File: config.mk
export PLATFORM = sky130hd
export DESIGN_NAME = patp_sequencer_flat
export DESIGN_NICKNAME = d
export VERILOG_FILES = /design/src/rtl/patp_sequencer_if.sv /design/src/rtl/patp_sequencer.sv /design/src/flat_wrapper.sv
export SDC_FILE = /design/constraint.sdc
export NUM_CORES = 1
export LEC_CHECK = 0
export ABC_AREA = 0
export CAP_MARGIN = 20
export CORE_MARGIN = 2
export CORE_UTILIZATION = 44
export DETAILED_ROUTE_END_ITERATION = 10
export PLACE_DENSITY = 0.76
export SYNTH_ARGS = -nofsm -noshare
export SYNTH_HDL_FRONTEND = slang
export SYNTH_SLANG_ARGS = --single-unit
File: constraint.sdc
create_clock -name clk -period 2.2 [get_ports clk]
set_clock_uncertainty 0.05 [all_clocks]
set_input_delay 0.44 -clock clk [delete_from_list [all_inputs] [get_ports clk]]
set_output_delay 0.44 -clock clk [all_outputs]
set_load 0.05 [all_outputs]
File: src/rtl/patp_sequencer_if.sv
// Interface bundling the PATP sequencer's control inputs and phase/timing outputs.
// The sequencer connects through the slave modport; the control side uses master.
interface patp_sequencer_if #(
  parameter int CNT_W = 16
);
  logic             run;
  logic [2:0]       ir_opcode;
  logic             start_execute;
  logic             start_fetch;
  logic             fetch;
  logic             clear;
  logic             inc1;
  logic             add;
  logic             dec1;
  logic             jmp;
  logic             buz;
  logic             load;
  logic             store;
  logic             t1;
  logic             t2;
  logic             t3;
  logic             t4;
  logic             t5;
  logic [CNT_W-1:0] instr_count;
  logic             seq_error;

  modport slave (
    input  run, ir_opcode, start_execute, start_fetch,
    output fetch, clear, inc1, add, dec1, jmp, buz, load, store,
    output t1, t2, t3, t4, t5, instr_count, seq_error
  );

  modport master (
    output run, ir_opcode, start_execute, start_fetch,
    input  fetch, clear, inc1, add, dec1, jmp, buz, load, store,
    input  t1, t2, t3, t4, t5, instr_count, seq_error
  );
endinterface

File: src/rtl/patp_sequencer.sv
// PATP timing/phase sequencer: fetch/execute phase, one-hot t1..t5, opcode latch,
// retired-instruction counter and sticky overrun flag. All outputs are register-decoded.
module patp_sequencer #(
  parameter int CNT_W = 16
) (
  input  logic             clk,
  input  logic             rst,
  patp_sequencer_if.slave  bus
);

  typedef enum logic {
    PH_FETCH = 1'b0,
    PH_EXEC  = 1'b1
  } phase_e;

  phase_e           phase_q, phase_d;
  logic [4:0]       tstate_q, tstate_d;
  logic [2:0]       op_q, op_d;
  logic [CNT_W-1:0] count_q, count_d;
  logic             err_q, err_d;
  logic [7:0]       op_lines;

  always_ff @(posedge clk) begin
    if (rst) begin
      phase_q  <= PH_FETCH;
      tstate_q <= 5'b00001;
      op_q     <= '0;
      count_q  <= '0;
      err_q    <= 1'b0;
    end else begin
      phase_q  <= phase_d;
      tstate_q <= tstate_d;
      op_q     <= op_d;
      count_q  <= count_d;
      err_q    <= err_d;
    end
  end

  // Handoffs win over the t5 overrun check, so a pulse at t5 is a clean handoff.
  always_comb begin
    phase_d  = phase_q;
    tstate_d = tstate_q;
    op_d     = op_q;
    count_d  = count_q;
    err_d    = err_q;
    if (bus.run) begin
      if (phase_q == PH_FETCH && bus.start_execute) begin
        phase_d  = PH_EXEC;
        tstate_d = 5'b00001;
        op_d     = bus.ir_opcode;
      end else if (phase_q == PH_EXEC && bus.start_fetch) begin
        phase_d  = PH_FETCH;
        tstate_d = 5'b00001;
        count_d  = count_q + CNT_W'(1);
      end else if (tstate_q[4]) begin
        phase_d  = PH_FETCH;
        tstate_d = 5'b00001;
        err_d    = 1'b1;
      end else begin
        tstate_d = {tstate_q[3:0], 1'b0};
      end
    end
  end

  always_comb begin
    op_lines = '0;
    if (phase_q == PH_EXEC) op_lines[op_q] = 1'b1;
  end

  assign bus.fetch       = (phase_q == PH_FETCH);
  assign bus.clear       = op_lines[0];
  assign bus.inc1        = op_lines[1];
  assign bus.add         = op_lines[2];
  assign bus.dec1        = op_lines[3];
  assign bus.jmp         = op_lines[4];
  assign bus.buz         = op_lines[5];
  assign bus.load        = op_lines[6];
  assign bus.store       = op_lines[7];
  assign bus.t1          = tstate_q[0];
  assign bus.t2          = tstate_q[1];
  assign bus.t3          = tstate_q[2];
  assign bus.t4          = tstate_q[3];
  assign bus.t5          = tstate_q[4];
  assign bus.instr_count = count_q;
  assign bus.seq_error   = err_q;

endmodule

File: src/flat_wrapper.sv
// flat-port wrapper written by rule: the top's interface ports become plain ports
module patp_sequencer_flat 
#(
  parameter int CNT_W = 16
)
  (clk, rst, bus_run, bus_ir_opcode, bus_start_execute, bus_start_fetch, bus_fetch, bus_clear, bus_inc1, bus_add, bus_dec1, bus_jmp, bus_buz, bus_load, bus_store, bus_t1, bus_t2, bus_t3, bus_t4, bus_t5, bus_instr_count, bus_seq_error);
  patp_sequencer_if #(.CNT_W(CNT_W)) bus_i ();
  input  logic clk;
  input  logic rst;
  input wire logic [$bits(bus_i.run)-1:0] bus_run;
  input wire logic [$bits(bus_i.ir_opcode)-1:0] bus_ir_opcode;
  input wire logic [$bits(bus_i.start_execute)-1:0] bus_start_execute;
  input wire logic [$bits(bus_i.start_fetch)-1:0] bus_start_fetch;
  output wire logic [$bits(bus_i.fetch)-1:0] bus_fetch;
  output wire logic [$bits(bus_i.clear)-1:0] bus_clear;
  output wire logic [$bits(bus_i.inc1)-1:0] bus_inc1;
  output wire logic [$bits(bus_i.add)-1:0] bus_add;
  output wire logic [$bits(bus_i.dec1)-1:0] bus_dec1;
  output wire logic [$bits(bus_i.jmp)-1:0] bus_jmp;
  output wire logic [$bits(bus_i.buz)-1:0] bus_buz;
  output wire logic [$bits(bus_i.load)-1:0] bus_load;
  output wire logic [$bits(bus_i.store)-1:0] bus_store;
  output wire logic [$bits(bus_i.t1)-1:0] bus_t1;
  output wire logic [$bits(bus_i.t2)-1:0] bus_t2;
  output wire logic [$bits(bus_i.t3)-1:0] bus_t3;
  output wire logic [$bits(bus_i.t4)-1:0] bus_t4;
  output wire logic [$bits(bus_i.t5)-1:0] bus_t5;
  output wire logic [$bits(bus_i.instr_count)-1:0] bus_instr_count;
  output wire logic [$bits(bus_i.seq_error)-1:0] bus_seq_error;
  assign bus_i.run = bus_run;
  assign bus_i.ir_opcode = bus_ir_opcode;
  assign bus_i.start_execute = bus_start_execute;
  assign bus_i.start_fetch = bus_start_fetch;
  assign bus_fetch = bus_i.fetch;
  assign bus_clear = bus_i.clear;
  assign bus_inc1 = bus_i.inc1;
  assign bus_add = bus_i.add;
  assign bus_dec1 = bus_i.dec1;
  assign bus_jmp = bus_i.jmp;
  assign bus_buz = bus_i.buz;
  assign bus_load = bus_i.load;
  assign bus_store = bus_i.store;
  assign bus_t1 = bus_i.t1;
  assign bus_t2 = bus_i.t2;
  assign bus_t3 = bus_i.t3;
  assign bus_t4 = bus_i.t4;
  assign bus_t5 = bus_i.t5;
  assign bus_instr_count = bus_i.instr_count;
  assign bus_seq_error = bus_i.seq_error;
  patp_sequencer #(.CNT_W(CNT_W)) u_core (.clk(clk), .rst(rst), .bus(bus_i));
endmodule
== After elaboration in Yosys (flattened, before gate mapping) ==
Index checks and enable logic that the tools add are counted.
Storage, ports and cells
  register bits: 26
  output and inout bits: 31
Operators by class
  add/subtract/negate cells: 1
  order comparisons: 2
  mux-type cells: 9
  bitwise logic cells: 3
  reduce and logical (&&, ||, !) cells: 8
Operator list (count)
  $add 16x1->16 const B: 1
  $mux 5: 3
  $mux 8: 1
  $lt 3x4->1 const B: 1
  $mux 1: 4
  $reduce_and 2->1: 2
  $reduce_and 4->1: 1
  $demux 1 s3: 1
  $ge 3x1->1 const B: 1
  $logic_and 1x1->1: 3
  $not 1->1: 3
  $reduce_and 3->1: 1
  $reduce_bool 3->1: 1

== Longest topological paths before layout ==
  word-level depth: 5
  depth in mapped cells: 5

== Least setup slack after synthesis ==
No wires, ideal clock.
  path kind: register to output
  from: register u_core.phase_q
  to: output port bus_clear
  arrival: 1564 ps
  required time: 1710 ps
  setup slack: 146 ps
  stages on the path, launching flop included: 3
  path buffers: 0
  path through: dfxtp_1 > nand2b_1 > nor3_1
Between the ends
  word-level cells in the longest chain between the ends: 1
Ends and longest elaborated chain
  start, declared: line patp_sequencer.sv:16  | phase_e phase_q, phase_d;
  start signal, assigned: line patp_sequencer.sv:31  | phase_q <= phase_d;
  $mux 8: line patp_sequencer.sv:67  | if (phase_q == PH_EXEC) op_lines[op_q] = 1'b1;
  end, declared: line flat_wrapper.sv:15  | output wire logic [$bits(bus_i.clear)-1:0] bus_clear;
Every way passes these cells.

== Final worst setup path ==
  from: register u_core.count_q[10], in the netlist u_core.bus.instr_count[10]
  to: output port bus_instr_count[10]
RTL lines
  start, declared: line patp_sequencer.sv:19  | logic [CNT_W-1:0] count_q, count_d;
  start signal, assigned: line patp_sequencer.sv:34  | count_q <= count_d;
  end, declared: line flat_wrapper.sv:28  | output wire logic [$bits(bus_i.instr_count)-1:0] bus_instr_count;
No word-level cell between the ends.

==> key figures <==
Outcome
  • Outcome: completed

Timing
  • Final hold vios: 0
  • Min Clock Period, post-route: roughly 2.1 ns
  • # setup viols final: 0
  • Setup TNS: 0 ns
  • Final setup margin: between 0.06 and 0.07 ns
  • Fin crit share: 97.1%
  • RSZ-0062 raised after global routing: no
  • Fmax: between 0.4 and 0.5 GHz
  • Max transition margin: 66.2%
  • Max Slew Vio Count: 0
  • Tightest Pin Transition: between 0.5 and 0.6 ns

Synthesis
  • Ys Warns: 0
  • Number of synthesized flops with an enable pin: 0
  • Count leader, synth: dfxtp_1
  • Post-synthesis cell type count: 28
  • Commonest cells in the netlist: dfxtp_1 (26), nor2_1 (25), nand2_1 (9), mux2i_1 (8), nand4_1 (7)
  • Synthesized Nets: between 100 and 150
  • Post-synthesis sequential area ratio: between 40 and 50%
  • Syn Std Cell Area: 1160 µm²
  • Cells after Synth: between 100 and 150
  • Mean Syn Cell Area: slightly below 9 µm²
  • Top_reg_cell synth: dfxtp_1
  • Synth Register Bits: 26
  • Post-synth top area cell: dfxtp_1
  • Post-synth ARST share: 0%
  • Post-synth top area share: between 40% and 50%
  • Largest cells by area after synthesis: dfxtp_1 (45%), nor2_1 (8.1%), mux2i_1 (6.9%)

CTS
  • Clock-pin transition on the worst setup and hold timing paths: between 0.1 and 0.15 ns
  • # clock sinks: 26
  • Post-CTS sizing: 0
  • Htree depth: 1
  • Clk Tree Root Cell: clkbuf_4
  • Worst-Skew Late Latency: about 0.32 ns
  • Hold buffer count at CTS: 0
  • CTS max path bufs: 2
  • CTS tree: done
  • CTS Buf Count: 3
  • Postcts setup bufs: 0

Placed design
  • Final Wtd Congestion: 0.820
  • Number of port buffers: 38
  • Inst Count DP: 200
  • Placed cell areas: approximately 1600 µm²
  • HPWL after DPL: between 1500 and 2000 µm
  • Pre-CTS setup slack: between 0.15 and 0.2 ns

Die
  • Die width: 55.3 µm
  • Ports: 39
  • Die height: between 50 and 60 µm
  • Die area: about 3000 µm²
  • Core Footprint: around 2500 µm²
  • Standard-cell rows: 18
  • Initial core utilization: 46.7%

Layout
  • Antenna cells: 0
  • Layout Cells excl Fill: 203
  • Fin area: between 1500 and 2000 µm²
  • Layout cells sized above 1: 11.6%
  • Fin nets: between 150 and 200
  • P&R area growth vs syn: 37.0%

Worst setup path
  • Reg2Reg Launch Point: u_core.bus.instr_count[4]
  • CP peak stage delay: 0.85 ns
  • Crit path from: u_core.bus.instr_count[10]
  • Critical path's slowest cell: clkdlybuf4s50_1
  • Max Fanout on Critical Path: 6
  • R2R Setup Slk: between 0.5 and 0.6 ns
  • Critical path cell sequence: clkdlybuf4s50_1
  • Bufs and invs on worst path: 1
  • Kind of critical path: flop to primary output
  • CP required: ~1.7 ns
  • CP arrival: around 1.7 ns
  • Top delay family on crit path: buffers and inverters
  • CP Capture Type: primary output
  • CP startpoint kind: flop

Pwr
  • Total power: slightly below 800 µW
  • Net Switching: around 200 µW
  • Combinational power share: 11.9%
  • P per Cell Area: around 500 nW/µm²
  • Leak: between 0.5 and 0.6 nW
  • Switching Fraction: 25.9%
  • Sequential share of power: 62.1%
  • Worst vdd ir: 342 µV
  • Power share of the clock group: a little over a quarter
  • P_int: roughly 600 µW

Global route
  • Initial antenna violation count: 0
  • Global Route Usage Sum: 16.5%
  • First-pass GRT wire length: around 4100 µm
  • Total grt overflow: 0
  • Vias in the first global route: 974
  • Largest net degree at the start of global routing: 21

Min path
  • Worst Hold Class: flop to flop
  • Hold Startpoint: u_core.tstate_q[0]

Route
  • WL final: 2590 µm
  • DR WL/cell: 12.7 µm
  • Routed Antenna Nets: 0
  • Vias: 1077
  • DRC: 0
  • DR iter-0 viols: 15
  • Drt pass-1 iters: 4
  • DR vias/cell: 5.31

Job
  • Max-cap violations: 0
-- layout make-up --
type                       instances  area, µm²
clock buffer                       3       22.5
fill                             223        892
inverter                           3       11.3
multi-input combinational         99        603
sequential                        26        520
tap                               30       37.5
timing repair buffer              42        390
-- power by group through the flow --
stage | combinational (mW) | clock, mW | sequential (mW)
floorplan | 0.0449 | 0 | 0.511
global placement | 0.0928 | 0 | 0.498
detailed placement | 0.0938 | 0 | 0.498
CTS | 0.0943 | 0.208 | 0.488
global route | 0.0997 | 0.219 | 0.490
finish | 0.0937 | 0.204 | 0.488
-- metrics by stage --
| step | util, % | hold slack [ns] |
|---|---|---|
| final | 64.0 | 0.452 |
| after floorplan | - | 0.428 |
| after detailed placement | 63.1 | 0.431 |
| after global placement | 63.1 | 0.412 |
| after CTS | 64.0 | 0.455 |
| after global routing | 64.0 | 0.481 |
-- layer usage --
metal | up-vias | part of all wire (%) | GRT usage (%)
met1 | 501 | 47 | 20.5
met5 | - | 0 | 0
met2 | 24 | 48 | 28.1
met3 | 6 | 3.3 | 2.11
li1 | 546 | - | -
met4 | 0 | 2.0 | 8.36
-- placed cells by master, fill, tap and decap left out, drive strengths merged, types with 2 or more instances in the layout --
cell type      count
clkdlybuf4s50     30
dfxtp             26
nor2              25
buf               12
nand2             10
mux2i              8
nand4              7
a21oi              6
xnor2              5
xor2               5
nand2b             4
nor3               4
o21ai              4
inv                3
and3               3
nand3              3
clkbuf             3
and4               2
o31ai              2
or4                2
or3                2
nor4               2
-- worst paths after layout --
check,endpoint,depth (start not counted)
worst min-delay path,u_core.tstate_q[0],1
worst max-delay path,bus_instr_count[10],1
worst max register to register,u_core.bus.instr_count[13],4
worst min register to register,u_core.tstate_q[0],1
-- registers in the layout, indices dropped and copies added, names as in the netlist --
register	count
u_core.phase_q	1
u_core.bus.seq_error	1
u_core.op_q	3
u_core.tstate_q	5
u_core.bus.instr_count	16
-- logic make-up (layout without fill, tap and decap cells) --
family          after synthesis  after routing  synth area share, %
compound gates               15             15                 7.89
xor+xnor                     10             10                 7.57
fa+ha+maj                     1              1                 1.08
buf+inv                       7             48                 2.92
flops                        26             26                 45.0
mux                           9              9                 7.89
simple gates                 64             64                 27.7
Note: power is estimated with default switching activity, not from simulation.
